## src/rtl/if_fetch_unit_if.sv

```systemverilog
// if_fetch_unit_if: instruction-memory request/response channel plus the IF/ID-facing outputs
// and the hazard/redirect controls of the fetch stage.
interface if_fetch_unit_if;
    logic        freeze;
    logic        branch_taken;
    logic [31:0] branch_addr;
    logic        imem_req_valid;
    logic        imem_req_ready;
    logic [31:0] imem_addr;
    logic        imem_rsp_valid;
    logic [31:0] imem_rsp_data;
    logic        if_valid;
    logic [31:0] PC_out;
    logic [31:0] Instruction_out;
    modport master (
        input  freeze, branch_taken, branch_addr, imem_req_ready, imem_rsp_valid, imem_rsp_data,
        output imem_req_valid, imem_addr, if_valid, PC_out, Instruction_out
    );
    modport slave (
        output freeze, branch_taken, branch_addr, imem_req_ready, imem_rsp_valid, imem_rsp_data,
        input  imem_req_valid, imem_addr, if_valid, PC_out, Instruction_out
    );
endinterface

```

## src/rtl/if_fetch_unit.sv

```systemverilog
// if_fetch_unit: credit-limited in-order instruction fetch with a small output FIFO,
// freeze hold and branch redirect that drops stale in-flight responses.
module if_fetch_unit #(
    parameter int          DEPTH    = 2,
    parameter logic [31:0] RESET_PC = 32'h0000_0000
) (
    input logic             clk,
    input logic             rst,
    if_fetch_unit_if.master bus
);
    localparam int AW = $clog2(DEPTH);
    logic [31:0]   r_pc;
    logic [31:0]   r_rsp_pc;
    logic [AW:0]   r_out;
    logic [AW:0]   r_drop;
    logic [AW:0]   r_cnt;
    logic [AW-1:0] r_rd;
    logic [AW-1:0] r_wr;
    logic [63:0]   r_mem [DEPTH];
    logic [AW+1:0] w_used;
    logic          w_acc;
    logic          w_rsp;
    logic          w_push;
    logic          w_pop;
    assign w_used             = {1'b0, r_out} + {1'b0, r_cnt};
    assign bus.imem_req_valid = rst && !bus.branch_taken && (w_used < (AW+2)'(DEPTH));
    assign bus.imem_addr      = r_pc;
    assign w_acc              = bus.imem_req_valid && bus.imem_req_ready;
    assign w_rsp              = bus.imem_rsp_valid;
    assign w_push             = w_rsp && !bus.branch_taken && (r_drop == '0);
    assign bus.if_valid       = r_cnt != '0;
    assign w_pop              = bus.if_valid && !bus.freeze && !bus.branch_taken;
    assign bus.PC_out          = bus.if_valid ? r_mem[r_rd][63:32] : '0;
    assign bus.Instruction_out = bus.if_valid ? r_mem[r_rd][31:0] : '0;
    // r_rsp_pc is the PC of the next response that will be kept; stale ones never advance it
    always_ff @(posedge clk or negedge rst) begin
        if (!rst) begin
            r_pc     <= RESET_PC;
            r_rsp_pc <= RESET_PC;
            r_out    <= '0;
            r_drop   <= '0;
            r_cnt    <= '0;
            r_rd     <= '0;
            r_wr     <= '0;
        end else begin
            r_out <= r_out + (AW+1)'(w_acc) - (AW+1)'(w_rsp);
            if (bus.branch_taken) begin
                r_pc     <= bus.branch_addr;
                r_rsp_pc <= bus.branch_addr;
                r_drop   <= r_out - (AW+1)'(w_rsp);
                r_cnt    <= '0;
                r_rd     <= '0;
                r_wr     <= '0;
            end else begin
                if (w_acc) r_pc <= r_pc + 32'd4;
                if (w_rsp && r_drop != '0) r_drop <= r_drop - (AW+1)'(1);
                if (w_push) r_rsp_pc <= r_rsp_pc + 32'd4;
                if (w_push) r_wr <= r_wr + AW'(1);
                if (w_pop) r_rd <= r_rd + AW'(1);
                r_cnt <= r_cnt + (AW+1)'(w_push) - (AW+1)'(w_pop);
            end
        end
    end
    always_ff @(posedge clk) begin
        if (w_push) r_mem[r_wr] <= {r_rsp_pc + 32'd4, bus.imem_rsp_data};
    end
endmodule

```

## src/flat_wrapper.sv

```systemverilog
// flat-port wrapper written by rule: the top's interface ports become plain ports
module if_fetch_unit_flat 
#(
    parameter int          DEPTH    = 2,
    parameter logic [31:0] RESET_PC = 32'h0000_0000
)
  (clk, rst, bus_freeze, bus_branch_taken, bus_branch_addr, bus_imem_req_ready, bus_imem_rsp_valid, bus_imem_rsp_data, bus_imem_req_valid, bus_imem_addr, bus_if_valid, bus_PC_out, bus_Instruction_out);
  if_fetch_unit_if bus_i ();
  input logic clk;
  input logic rst;
  input wire logic [$bits(bus_i.freeze)-1:0] bus_freeze;
  input wire logic [$bits(bus_i.branch_taken)-1:0] bus_branch_taken;
  input wire logic [$bits(bus_i.branch_addr)-1:0] bus_branch_addr;
  input wire logic [$bits(bus_i.imem_req_ready)-1:0] bus_imem_req_ready;
  input wire logic [$bits(bus_i.imem_rsp_valid)-1:0] bus_imem_rsp_valid;
  input wire logic [$bits(bus_i.imem_rsp_data)-1:0] bus_imem_rsp_data;
  output wire logic [$bits(bus_i.imem_req_valid)-1:0] bus_imem_req_valid;
  output wire logic [$bits(bus_i.imem_addr)-1:0] bus_imem_addr;
  output wire logic [$bits(bus_i.if_valid)-1:0] bus_if_valid;
  output wire logic [$bits(bus_i.PC_out)-1:0] bus_PC_out;
  output wire logic [$bits(bus_i.Instruction_out)-1:0] bus_Instruction_out;
  assign bus_i.freeze = bus_freeze;
  assign bus_i.branch_taken = bus_branch_taken;
  assign bus_i.branch_addr = bus_branch_addr;
  assign bus_i.imem_req_ready = bus_imem_req_ready;
  assign bus_i.imem_rsp_valid = bus_imem_rsp_valid;
  assign bus_i.imem_rsp_data = bus_imem_rsp_data;
  assign bus_imem_req_valid = bus_i.imem_req_valid;
  assign bus_imem_addr = bus_i.imem_addr;
  assign bus_if_valid = bus_i.if_valid;
  assign bus_PC_out = bus_i.PC_out;
  assign bus_Instruction_out = bus_i.Instruction_out;
  if_fetch_unit #(.DEPTH(DEPTH), .RESET_PC(RESET_PC)) u_core (.clk(clk), .rst(rst), .bus(bus_i));
endmodule
```

## config.mk

```make
export PLATFORM = sky130hd
export DESIGN_NAME = if_fetch_unit_flat
export DESIGN_NICKNAME = d
export VERILOG_FILES = /design/src/rtl/if_fetch_unit_if.sv /design/src/rtl/if_fetch_unit.sv /design/src/flat_wrapper.sv
export SDC_FILE = /design/constraint.sdc
export NUM_CORES = 1
export LEC_CHECK = 0
export CORE_MARGIN = 2
export CORE_UTILIZATION = 40
export CTS_BUF_LIST = sky130_fd_sc_hd__clkbuf_8 sky130_fd_sc_hd__clkbuf_16
export DETAILED_ROUTE_END_ITERATION = 16
export GPL_TIMING_DRIVEN = 0
export HOLD_SLACK_MARGIN = 0.05
export PLACE_DENSITY = 0.7
export SYNTH_ARGS = -nofsm -noshare
export SYNTH_HDL_FRONTEND = slang
export SYNTH_SLANG_ARGS = --single-unit
```

## constraint.sdc

```tcl
create_clock -name clk -period 11.4 [get_ports clk]
set_input_delay 2.28 -clock clk [delete_from_list [all_inputs] [get_ports clk]]
set_output_delay 2.28 -clock clk [all_outputs]
set_load 0.01 [all_outputs]
```

# Yosys cells after proc, flatten, opt, wreduce, memory -nomap -nowiden
# Memories as Yosys holds them, arrays and structs flattened.
# Index checks and enable logic that the tools add are counted.
dict set report word_totals {
  ramBits 128
  in_bits 70
  output_inout_bits 98
  wordCells 52
  n_memories 1
  regBits 72
}
dict set report op_classes {
  muxes 15
  n_reduce_logical 17
  addsub 11
  magnitude_cmp 1
}
# name words width read_ports rd_ports_with_merged_regs write_ports line_no
set memory_table {}
lappend memory_table {u_core.r_mem 2 64 1 0 1 if_fetch_unit.sv:19} ;# logic [63:0] r_mem [DEPTH];
# operator count
set op_table {}
lappend op_table {{$mux W32} 6}
lappend op_table {{$add A32 B3 Y32 const B} 2}
lappend op_table {{$reduce_bool A2 Y1} 6}
lappend op_table {{$logic_and A1 B1 Y1} 8}
lappend op_table {{$mux W1} 6}
lappend op_table {{$mux W2} 3}
lappend op_table {{$sub A2 B1 Y2} 3}
lappend op_table {{$add A2 B1 Y2} 2}
lappend op_table {{$add A2 B2 Y3} 1}
lappend op_table {{$lt A3 B2 Y1 const B} 1}
lappend op_table {{$add A1 B1 Y1 const B} 2}
lappend op_table {{$logic_not A1 Y1} 2}
lappend op_table {{$logic_not A2 Y1} 1}
lappend op_table {{$sub A2 B1 Y2 const B} 1}

# Depth between registers and ports, before layout
# Gate-level depths: netlist (run 1).
dict set report logic_depth {
  word_depth 6
  depth_mapped 10
  ltp_nobuf 8
}

# Worst setup path after synthesis (run 1)
# OpenSTA, ideal clock, no wires.
dict set report synth_path {
  kind {in2reg}
  startpoint {input bus_branch_taken}
  endpoint {memory u_core.r_mem[0][0] (enable)}
  stages 4
  arrival_ns 7.284
  slack_ns 3.551
  setup_ns 0.565
  n_path_buf 3
  path_cell_list {clkbuf_1 clkbuf_1 buf_1 nor3_1}
}
dict set report synth_via {
  elab_chain_cells 5
}
# item line_no
set synth_rtl {}
lappend synth_rtl {{start: declaration} flat_wrapper.sv:12} ;# input wire logic [$bits(bus_i.branch_taken)-1:0] bus_branch_taken;
lappend synth_rtl {{$logic_not A1 Y1} if_fetch_unit.sv:30} ;# assign w_push = w_rsp && !bus.branch_taken && (r_drop == '0);
lappend synth_rtl {{$logic_and A1 B1 Y1 (2 in a row)} if_fetch_unit.sv:30}
lappend synth_rtl {{$mux W1} if_fetch_unit.sv:65} ;# if (w_push) r_mem[r_wr] <= {r_rsp_pc + 32'd4, bus.imem_rsp_data};
lappend synth_rtl {{$mux W1 (not written as such)} if_fetch_unit.sv:65}
lappend synth_rtl {{end: declaration} if_fetch_unit.sv:19}
# No other way between the ends.

# Worst setup path after layout (run 1)
dict set report layout_path {
  startpoint {input rst}
  endpoint {output bus_imem_req_valid}
}
dict set report layout_via {
  elab_chain_cells 2
}
# item line_no
set layout_rtl {}
lappend layout_rtl {{start: declaration} flat_wrapper.sv:10} ;# input logic rst;
lappend layout_rtl {{$logic_and A1 B1 Y1 (2 in a row)} if_fetch_unit.sv:26} ;# assign bus.imem_req_valid = rst && !bus.branch_taken && (w_used < (AW+2)'(DEPTH));
lappend layout_rtl {{end: declaration} flat_wrapper.sv:17} ;# output wire logic [$bits(bus_i.imem_req_valid)-1:0] bus_imem_req_valid;
# No other way between the ends.

==> results.md, run 1 <==
- The destination of the worst register-to-register timing path is u_core.bus.imem_addr[30]$_DFFE_PN0P_.
- The total number of placement rows is 56.
- The flow ran to the end, and the final reports show no timing, DRC or antenna violations.
- The time the worst path needs with I/O delays and setup is 6.64 ns.
- The synthesized netlist devotes 1.12% of its cell area to adder and majority cells.
- Compared with the post-synthesis result, the final layout area differs by 29.0%.
- The xor and xnor fraction of the mapped netlist area is 4.83%.
- The floorplan step defined a core boundary enclosing 0.0235 mm².
- Traced cell by cell, the critical path runs through buf_4 > buf_12 > or4b_4 > clkinv_1 > clkdlybuf4s50_1.
- The path with the worst hold slack has its endpoint at u_core.r_mem[0][32]$_DFFE_PP_.
- The peak supply drop is 0.101 mV.
- Routability-driven placement finished with a final weighted congestion of 0.887.
- After detailed routing, the number of remaining DRC violations is 0.
- The portion of the post-synthesis area used by sequential elements is 58.8%.
- The final net count is 1,077.
- The dominant combinational cell family by area after synthesis is simple AND/OR/NAND/NOR gates.
- The overall global routing resource usage is 18.8%.
- The effective utilization at floorplan is 40.8%.
- For the worst setup path, the data required time is 9.12 ns.
- The synthesized design contains 128 enable-type register cells.
- At the worst endpoint, the arrival time is 4.36 ns.
- Power spread over the standard cell area amounts to 166 mW/mm².
- For this run, the top clock speed supported by timing is 151 MHz.
- The cell sitting at the root of the clock tree is a clkbuf_16.
- The launching element type of the critical path is a primary input.
- The number of input and output port buffers inserted is 167.
- The post-synth net total is 884.
- The multiplexer fraction of the synthesized cell area is 8.73%.
- The worst hold path class is register to register.
- The number of detailed-route iterations in the first pass is 5.
- STA classifies the critical path endpoint as an output port.
- The startpoint identified for the worst register-to-register timing path is u_core.r_cnt[0]$_DFF_PN0_.
- Averaged over all synthesized cells, the footprint is 11.9 µm².
- The worst reg-to-reg path cell count is 8.
- The clock passes through at most 2 buffers.
- In the final layout, the multi-input gates occupy 0.00367 mm².
- After clock tree synthesis, the clock-pin slew on the worst setup and hold paths is 0.08 ns.
- The total count of max-transition violations in the final report is 0.
- The count of antenna diodes in the layout is 0.
- The later pin in the worst-skew pair is clocked with a latency of 0.44 ns.
- Post-CTS timing repair inserted 0 buffers for setup.
- In the finished design, the share of the clock period the worst path needs comes to 58.2%.
- The total of warnings raised by yosys is 0.
- The post-detailed-route count of antenna-violating nets is 0.
- The post-cts hold buffer count is 0.
- The final-report hold violation count is 0.
- In this run the tightest slew margin relative to its limit is 38.8%.
- In this run the horizontal extent of the chip is 159 µm.
- The worst slack at placement is 4.72 ns.
- Summing the areas of all compound-gate instances in the mapped netlist gives 5.79% of the synthesized area.
- The violation count after the first detailed-routing iteration is 535.
- The number of global-route vias before repair came to 6,888.
- Summing the areas of all and, or, nand and nor instances in the mapped netlist gives 17.7% of the synthesized area.
- The post-synthesis cell count is 806.
- The via count is 7,161.
- The sink count of the clock tree is 200.
- The die footprint is 0.0253 mm².
- Synthesis instantiated 56 different standard cells from the library.
- The number of buffer and inverter stages on the critical path is 4.
- Adding up every negative setup slack in the final design gives 0 ns.
- Entering global routing, the biggest net connects 65 pins.
- Once routing completed, OpenROAD measured the worst setup slack at 4.76 ns.
- The CTS buffer count is 17.
- Measured along the y axis, the die boundary spans 159 µm.
- The share of final-layout standard cells stronger than drive strength 1 is 7.52%.
- For this run the aggregate overflow at the end of global routing stands at 0.
- On the worst path, the slowest cell contributes a delay of 0.59 ns.
- Setup slack on the worst reg-to-reg path comes out at 8.53 ns.
- The count of final setup violators is 0.
- The slew at the pin closest to its max-slew limit is 0.910 ns.
- The cell at the slowest stage of the critical path is clkdlybuf4s50_1.
- The largest fanout on the critical path is 39.
- Setup repair after global routing left no endpoint under its margin.
- The H-tree was split into 4 levels.
- The worst min-delay path startpoint is u_core.r_rsp_pc[0]$_DFFE_PN0P_.
- The combined area of all synthesized cells is 0.00960 mm².
- The storage element area is 0.00565 mm².
- Dividing the detail-routed via count by the number of cells gives 5.38.
- The routed wirelength normalized by instance count is 18.0 µm.
- The boundary pin count is 168.
- The path type of the worst setup path is primary input to output port.
- Summed over all nets, the half-perimeter wirelength after detailed placement is 17,200 µm.
- The clock tree from TritonCTS is built.
- The first-pass GRT wire length is 37,400 µm.
- Wires add up to 23,900 µm.
- Summed over all cells, the static leakage comes to 0.00426 µW.
- The post-synthesis register bit count is 200.
- Grouping stages by cell kind, the critical path spends the most delay in buffers and inverters.
- The proportion of synthesized flip-flops having asynchronous set or reset is 36.0%.
- The most used flip-flop cell after synthesis is edfxtp_1.
- The filler cell count is 2,030.
- Post-CTS repair changed the size of 0 cells.
- The tool flagged a number of max-cap violations equal to 0.
- The number of antenna violations at the first check in global routing is 0.
- Along the worst hold path, the cell count comes to 0.
- Between clock sinks in the finished design, the worst skew comes to 0.0100 ns.
how the worst max path moves through the flow:
stage                           startpoint                            end  slack (ns)  cells past startpoint
final                                  rst             bus_imem_req_valid        4.76                      5
after global routing                   rst             bus_imem_req_valid        4.59                      5
after CTS                              rst             bus_imem_req_valid        4.71                      5
after detailed placement               rst             bus_imem_req_valid        4.72                      5
after global placement    bus_branch_taken  u_core.r_mem[0][21]$_DFFE_PP_        0.19                      5
after floorplan           bus_branch_taken   u_core.r_mem[0][0]$_DFFE_PP_        3.55                      4
flip-flops by register name, indices dropped and copies added, names as in the netlist:
register              flops
u_core.bus.imem_addr     32
u_core.r_cnt              2
u_core.r_drop             2
u_core.r_mem            128
u_core.r_out              2
u_core.r_rd               1
u_core.r_rsp_pc          32
u_core.r_wr               1
cell usage after synthesis (3+ instances only):
| master | number | share of area, % |
|---|---|---|
| edfxtp_1 | 128 | 40 |
| nand2_1 | 29 | 1.1 |
| xor2_1 | 18 | 1.6 |
| o21ai_0 | 10 | 0.52 |
| nor4_1 | 18 | 1.2 |
| ha_1 | 7 | 0.91 |
| and4_1 | 20 | 1.8 |
| a21oi_1 | 10 | 0.52 |
| xnor2_1 | 35 | 3.2 |
| nand3_1 | 23 | 1.2 |
| or4_1 | 6 | 0.47 |
| nand2b_1 | 5 | 0.33 |
| clkbuf_1 | 33 | 1.3 |
| and2_1 | 5 | 0.33 |
| mux2i_1 | 68 | 7.1 |
| inv_1 | 21 | 0.82 |
| nand4_1 | 33 | 2.1 |
| nor2b_1 | 9 | 0.59 |
| or3_1 | 6 | 0.39 |
| nor2_1 | 100 | 3.9 |
| a31oi_1 | 14 | 0.91 |
| nor3b_1 | 3 | 0.23 |
| nor3_1 | 26 | 1.4 |
| a311oi_1 | 5 | 0.46 |
| buf_2 | 6 | 0.31 |
| buf_1 | 9 | 0.35 |
| mux2_2 | 14 | 1.6 |
| and3_1 | 13 | 0.85 |
| o31ai_1 | 7 | 0.55 |
| a211oi_1 | 19 | 1.5 |
| dfrtp_1 | 72 | 19 |
kinds of logic (layout without fill, tap and decap cells):
logic type	count (synthesis)	in the layout
compound gates	79	79
xor+xnor	53	53
fa+ha+maj	8	8
buf+inv	73	278
flops	200	200
mux	82	82
simple gates	311	311
power breakdown:
| group | switching (µW) | internal, µW | total [µW] |
|---|---|---|---|
| clock network | 292 | 356 | 648 |
| logic | 273 | 245 | 518 |
| registers | 47.4 | 848 | 895 |
cell usage in the layout (no fill, tap or decap), types with 10 or more instances in the layout:
cell,n
nor4_1,18
mux2_2,14
a31oi_1,14
dfrtp_1,72
edfxtp_1,128
clkbuf_1,33
a21oi_1,10
nand2_1,29
nor2_1,100
nand3_1,23
xnor2_1,35
and4_1,20
nand4_1,33
clkbuf_16,17
and3_1,12
inv_1,21
a211oi_1,19
mux2i_1,68
nor3_1,25
xor2_1,18
clkdlybuf4s50_1,166
o21ai_0,10
layout make-up:
| type | instances | share of cell area (%) |
|---|---|---|
| plain buffers | 51 | 1.73 |
| clock buffers | 17 | 3.43 |
| clock inverters | 14 | 1.62 |
| inverters | 22 | 0.666 |
| multi-input cells | 533 | 29.6 |
| flip-flops and latches | 200 | 45.6 |
| well taps | 319 | 3.22 |
| repair buffers | 174 | 14.1 |
routing by layer:
metal / track usage [%] / wire length [µm]
met2: 29.3 / 10700
met3: 3.75 / 1760
met5: 0 / 0
met4: 4.59 / 312
met1: 27.1 / 11100
metrics by stage:
stage | cell area [µm²] | std cells | hold slack, ns | total power, µW | utilization [%]
2_1_floorplan | 9600 | 806 | 0.442 | 1190 | -
3_3_place_gp | 11700 | 1292 | 0.449 | 1420 | 49.6
3_5_place_dp | 11800 | 1299 | 0.452 | 1430 | 50.0
4_1_cts | 12400 | 1330 | 0.469 | 2070 | 52.6
5_1_grt | 12400 | 1330 | 0.488 | 2160 | 52.6
6_report | 12400 | 1330 | 0.464 | 2060 | 52.6
(Power assumes the default switching activity.)
==> run 2, diff against run 1 <==
PLACE_DENSITY = 0.73   (was 0.7)
clock period = 5.47 ns   (was 11.4 ns; I/O delays follow)
==> run 2 against run 1 <==
  * Total power up 100%
  * Sequential power rose by 110%
  * Worst setup slack worse by 3.6 ns
  * Global-route usage hardly changed
  * Wire length decreased by 0.48%
  * Flip-flop and latch count is the same
  * Critical endpoint unchanged
  * Die area did not move
  * Highest routed layer unchanged
  * Critical path type unchanged
==> results.md, run 2 (synthesis gave the netlist of run 1 again) <==
- The total count of max-transition violations in the final report came to 0.
- The register with the most flip-flops in the layout has 128 of them.
- The number of gates resized after cts is 0.
- For the pin with the worst max-slew slack, the measured transition is 0.941 ns.
- The number of antenna violations at the first check in global routing is 0.
- The worst-case headroom to the max-slew limit is 37.1%.
- The routed wirelength normalized by instance count is 17.9 µm.
- The worst slack at placement is 0.909 ns.
- The detailed router finished its first iteration with 522 violations.
- Static timing analysis puts the maximum clock frequency at 234 MHz.
- The cell at the slowest stage of the critical path is clkdlybuf4s50_1.
- On the worst path, the slowest cell contributes a delay of 0.59 ns.
- The overall global routing resource usage is 18.8%.
- The initialized floorplan defines 56 standard-cell rows.
- The via count is 7,157.
- The total internal power is 2960 µW.
- The y dimension of the die is 159 µm.
- The cell at the root of the clock tree is clkbuf_16.
- The number of levels in the clock H-tree is 4.
- The worst-case setup margin in the final layout is 1.19 ns.
- The first element of the critical path is rst.
- Pin placement for this block handled 168 I/O pins.
- Relative to the synthesized area, the layout overhead comes to 28.8%.
- The worst register-to-register path begins at u_core.r_cnt[0]$_DFF_PN0_.
- For this design the static power due to leakage is 0.00423 µW.
- The library cell used most frequently in the layout, excluding fill and tap cells, is clkdlybuf4s50_1.
- The clock-pin slew of the registers on the worst-case setup and hold paths is 0.07 ns.
- TritonCTS built the clock tree.
- The final-report hold violation count was 0.
- Counting along the longest clock path gives a buffer depth of 2.
- In this run the power density over the cells is 340 mW/mm².
- The worst hold path belongs to the class register to register.
- The HPWL after detailed placement is 17,000 µm.
- The number of buffers added for setup after CTS is 0.
- The largest net degree at the start of global routing is 65.
- The worst reg-to-reg path cell count is 8.
- The initial utilization of the core area, before any placement, comes to 40.8%.
- The launching element type of the critical path is a primary input.
- Walking the worst path, the cells encountered are buf_4 > buf_12 > or4b_4 > clkinv_1 > clkdlybuf4s50_1.
- The path type of the worst setup path is primary input to output port.
- The count of max-cap constraint violations is 0.
- STA puts the critical path data required time at 4.38 ns.
- The post-cts hold buffer count is 0.
- The via-per-instance ratio is 5.39.
- The first-pass GRT wire length is 37,400 µm.
- The die footprint is 0.0253 mm².
- The total wirelength of the detailed-routed design is 23,800 µm.
- The share of final-layout standard cells stronger than drive strength 1 is 7.14%.
- Sequential cells account for 44.4% of the total power.
- The sink count of the clock tree is 200.
- The number of input and output port buffers inserted is 167.
- Following the worst setup path forward leads to its endpoint at bus_imem_req_valid.
- The hold slack is 0.472 ns.
- At the end of routability-driven placement, the weighted congestion stood at 0.871.
- The time the worst path needs with I/O delays and setup is 4.28 ns.
- The flow ran to the end, and the final reports show no timing, DRC or antenna violations.
- Net switching is 29.6% of the power.
- After floorplanning, the core was sized to cover 0.0235 mm².
- The combinational cell fraction of total power is 25.8%.
- The number of detailed-route iterations in the first pass is 6.
- Setup repair after global routing left no endpoint under its margin.
- The CTS buffer count is 17.
- The final layout contains 1,074 nets.
- The final instance area is 0.0124 mm².
- More flip-flops sit in one register than any other, and that register is u_core.r_mem.
- The post-route DRC violation count is 0.
- Global routing finished with a remaining overflow of 0.
- The top cell types in the final layout, fill and taps aside, are 166 x clkdlybuf4s50_1, 128 x edfxtp_1, 100 x nor2_1, 72 x dfrtp_1, 68 x mux2i_1.
- VDD sags by at most 0.202 mV.
- The number of global-route vias before repair came to 6,820.
- In this run the critical register-to-register path is captured at u_core.bus.imem_addr[17]$_DFFE_PN0P_.
- In the finished design, the share of the clock period the worst path needs comes to 78.2%.
- The detail route stage leaves a number of antenna-violating nets equal to 0.
- The count of antenna diodes in the layout is 0.
- The analysis attributes to net switching a power of 1250 µW.
- Setup violations remaining at the end of the flow were counted as 0.
- The die boundary width is 159 µm.
- The largest fanout on the critical path is 37.
- The final worst clock skew is 0.0112 ns.
- The worst setup path is captured at an output port.
- The placement-stage cell area is 0.0118 mm².
- The post-route core utilization is 52.5%.
- The flop-to-flop setup slack is 2.57 ns.
- The source-to-sink clock delay at the later pin of the worst-skew pair is 0.43 ns.
- In this run, the clock network consumes 29.8% of the power.
- At the worst endpoint, the arrival time is 3.18 ns.
-- run 2: cell types whose count changed in the layout (fill, tap and decap cells not counted), moves of 2 or more --
cell,change
buf_16,+2
buf_6,-5
clkinv_1,+2
clkinv_4,+2
clkinvlp_4,+2
inv_8,-4
-- run 2: critical path, delay by kind of cell --
family / cells / cell delay, ns
AND/OR/NAND/NOR: 1 / 0.55
buffers and inverters: 4 / 1.50
-- run 2: how the worst min path moves through the flow --
stage,start,end,slack (ns),depth (start not counted)
after floorplan,u_core.r_rsp_pc[0]$_DFFE_PN0P_,u_core.r_mem[0][32]$_DFFE_PP_,0.44,0
after global placement,u_core.r_rsp_pc[0]$_DFFE_PN0P_,u_core.r_mem[0][32]$_DFFE_PP_,0.45,0
after detailed placement,u_core.r_rsp_pc[0]$_DFFE_PN0P_,u_core.r_mem[0][32]$_DFFE_PP_,0.45,0
after CTS,u_core.r_rsp_pc[0]$_DFFE_PN0P_,u_core.r_mem[0][32]$_DFFE_PP_,0.47,0
after global routing,u_core.r_rsp_pc[1]$_DFFE_PN0P_,u_core.r_mem[1][33]$_DFFE_PP_,0.49,0
final,u_core.r_rsp_pc[0]$_DFFE_PN0P_,u_core.r_mem[0][32]$_DFFE_PP_,0.47,0
-- run 2: layout make-up --
cell class,instances,area (µm²)
buffer,51,214
multi-input combinational,533,3680
sequential,200,5650
inverter,22,82.6
clock inverter,15,165
tap,319,399
timing repair buffer,171,1760
clock buffer,17,425
fill,2017,11200
-- run 2: metal layers --
layer | GRT usage, % | wire, µm | vias up
li1 | - | - | 3391
met1 | 26.6 | 10900 | 3402
met2 | 29.4 | 10800 | 331
met3 | 3.75 | 1750 | 33
met4 | 5.41 | 378 | 0
met5 | 0 | 0 | -
-- run 2: power by group through the flow --
stage                     Sequential, µW  Clock [µW]  Combinational (µW)
after floorplan                     1890           0                 579
after global routing                1880        1350                1180
after detailed placement            1900           0                1090
final                               1870        1260                1090
after global placement              1900           0                1050
after CTS                           1870        1280                1100
-- run 2: metrics by stage --
stage / TNS, ns / std cells / power, µW
2_1_floorplan: 0 / 806 / 2470
3_3_place_gp: -141.34 / 1292 / 2950
3_5_place_dp: 0 / 1296 / 2990
4_1_cts: 0 / 1328 / 4240
5_1_grt: 0 / 1328 / 4410
6_report: 0 / 1328 / 4210
==> run 3, diff against run 2 <==
PLACE_DENSITY = 0.7   (was 0.73)
clock period = 4.2 ns   (was 5.47 ns; I/O delays follow)
==> run 3 against run 2 <==
  * Core utilization grew 0.41 points
  * Sequential power grew 30%
  * Count of clock-buffer cells in the layout grew 3
  * Largest power group unchanged
==> results.md, run 3 (synthesis gave the netlist of run 1 again) <==
- The share of final-layout standard cells stronger than drive strength 1 is 7.43%.
- Summed over all cells, the static leakage comes to 0.00428 µW.
- The number of global-route vias before repair came to 6,939.
- The worst-case headroom to the max-slew limit is 38.8%.
- The number of antenna violations at the first check in global routing is 0.
- The destination of the worst register-to-register timing path is u_core.bus.imem_addr[17]$_DFFE_PN0P_.
- The most common cell after layout, fill and taps aside is clkdlybuf4s50_1.
- The floorplan step set the die width to 159 µm.
- The post-route DRC violation count is 0.
- The die footprint is 0.0253 mm².
- The CTS buffer count is 17.
- The worst-case IR drop observed on VDD is 0.216 mV.
- The number of buffers added for setup after CTS is 0.
- For this design the top-level I/O count stands at 168.
- The worst reg-to-reg path cell count is 8.
- The kind of end point of the critical path is a register.
- For the pin with the worst max-slew slack, the measured transition is 0.909 ns.
- Counting the fill cells in the layout gives 2,028.
- The via count is 7,178.
- The post-detailed-route count of antenna-violating nets is 0.
- The source-to-sink clock delay at the later pin of the worst-skew pair is 0.42 ns.
- The run finished with clean final reports.
- The count of buffers added on input and output ports is 167.
- The number of detailed-route iterations in the first pass is 5.
- Compared with the post-synthesis result, the final layout area differs by 29.8%.
- Dividing the final minimum period by the clock period gives 94.0%.
- The number of gates resized after cts is 0.
- The count of max-cap constraint violations is 0.
- The tightest hold path in the finished design has a slack of 0.330 ns.
- The arrival time at the worst endpoint is 4.22 ns.
- The count of antenna diodes in the layout is 0.
- The worst-case clock buffer depth is 2.
- The largest net degree at the start of global routing is 65.
- STA classifies the critical path startpoint as a primary input.
- The count of final setup violators is 0.
- After floorplanning, the core was sized to cover 0.0235 mm².
- For this design the ratio of total power to cell area is 452 mW/mm².
- The initial utilization of the core area, before any placement, comes to 40.8%.
- The die is 159 µm tall.
- Routability-driven placement finished with a final weighted congestion of 0.827.
- The violation count after the first detailed-routing iteration is 620.
- Summed over all nets, the half-perimeter wirelength after detailed placement is 17,100 µm.
- The register with the most flip-flops in the layout has 128 of them.
- The total count of max-transition violations in the final report is 0.
- In the layout the commonest cells are 166 x clkdlybuf4s50_1, 128 x edfxtp_1, 100 x nor2_1, 72 x dfrtp_1, 68 x mux2i_1.
- The final worst clock skew is 0.0103 ns.
- After clock tree synthesis, the clock-pin slew on the worst setup and hold paths is 0.08 ns.
- The worst setup path is of the primary input to register kind.
- The first element of the critical path is bus_branch_taken.
- The final-report hold violation count is 0.
- Across every metal layer, demand over resource in global routing totals 19.0%.
- The H-tree generated during clock tree synthesis spans 4 levels.
- The post-cts hold buffer count is 0.
- The tree is rooted in a clkbuf_16.
- Adding up every negative setup slack in the final design gives 0 ns.
- The floorplan has 56 rows.
- The time the worst path needs with I/O delays and setup is 3.95 ns.
- The worst path required time is 4.47 ns.
- The register with the highest flop count is u_core.r_mem.
- After detailed routing, the average wire length per cell comes to 18.0 µm.
- The first global-routing pass estimated 38,100 µm of wire.
- The final net count is 1,075.
- Along the worst path, the maximum fanout reaches 10.
- Setup repair after global routing left no endpoint under its margin.
- The worst hold path class is primary input to async pin.
- The remaining global-route overflow is 0.
- The startpoint of the worst-slack reg-to-reg timing path is u_core.r_cnt[0]$_DFF_PN0_.
- In the routed layout, each cell is associated on average with a via count of 5.40.
- The sink count of the clock tree is 200.
- The total wirelength of the detailed-routed design is 23,900 µm.
- The clock tree from TritonCTS is built.
- Across all register-to-register paths, the minimum setup slack is 1.31 ns.
- For this run, the top clock speed supported by timing is 253 MHz.
[run 3: changes by cell type in the layout (fill, tap and decap cells not counted)]
cell,change
clkinvlp_4,-1
clkinv_4,-2
clkinv_2,+1
bufinv_16,+2
buf_12,-1
clkbuf_8,+3
inv_8,-1
clkinv_1,-2
buf_16,+2
[run 3: how the worst max path moves through the flow]
| stage | end | cells past startpoint |
|---|---|---|
| 6_report | u_core.r_cnt[1]$_DFF_PN0_ | 11 |
| 5_1_grt | u_core.r_cnt[1]$_DFF_PN0_ | 11 |
| 4_1_cts | u_core.r_cnt[1]$_DFF_PN0_ | 11 |
| 3_5_place_dp | u_core.r_cnt[1]$_DFF_PN0_ | 11 |
| 3_3_place_gp | bus_imem_req_valid | 4 |
| 2_1_floorplan | u_core.r_mem[1][0]$_DFFE_PP_ | 4 |
[run 3: report_power, final]
group / total [µW] / switching [µW] / internal (µW)
sequential: 2430 / 131 / 2300
clock: 1780 / 725 / 1060
combinational: 1420 / 743 / 676
total: 5630 / 1600 / 4040
[run 3: stage by stage]
| step | instance area (µm²) | cells | utilization (%) | worst slack [ns] | total power, µW |
|---|---|---|---|---|---|
| after CTS | 12500 | 1329 | 52.9 | 0.280 | 5680 |
| after global placement | 11700 | 1292 | 49.6 | -2.13 | 3840 |
| after detailed placement | 11800 | 1297 | 50.2 | -0.180 | 3900 |
| after floorplan | 9610 | 806 | - | 0.697 | 3210 |
| final | 12500 | 1329 | 52.9 | 0.252 | 5630 |
| after global routing | 12500 | 1329 | 52.9 | 0.0678 | 5900 |
[run 3: routing by layer]
metal / GRT usage (%) / wire length, µm / vias up
met4: 4.13 / 206 / 0
met2: 30.1 / 10900 / 336
met5: 0 / 0 / -
met3: 3.59 / 1710 / 19
met1: 27.4 / 11000 / 3423
li1: - / - / 3400
[run 3: layout make-up]
class / instances / area (µm²) / area share [%]
buffer: 51 / 214 / 1.72
clock buffer: 20 / 467 / 3.74
clock inverter: 12 / 186 / 1.50
inverter: 22 / 82.6 / 0.662
multi-input combinational: 533 / 3680 / 29.5
sequential: 200 / 5650 / 45.3
tap: 319 / 399 / 3.20
timing repair buffer: 172 / 1790 / 14.4
[run 3: critical path, cell delays in order]
cell and delay, ns:
clkdlybuf4s50_1 0.71, clkbuf_1 0.43, clkbuf_1 0.46, buf_1 0.63, nor3_1 0.21, ha_1 0.33
inv_1 0.04, ha_1 0.19, xor2_1 0.16, xnor2_1 0.14, nor2_1 0.06
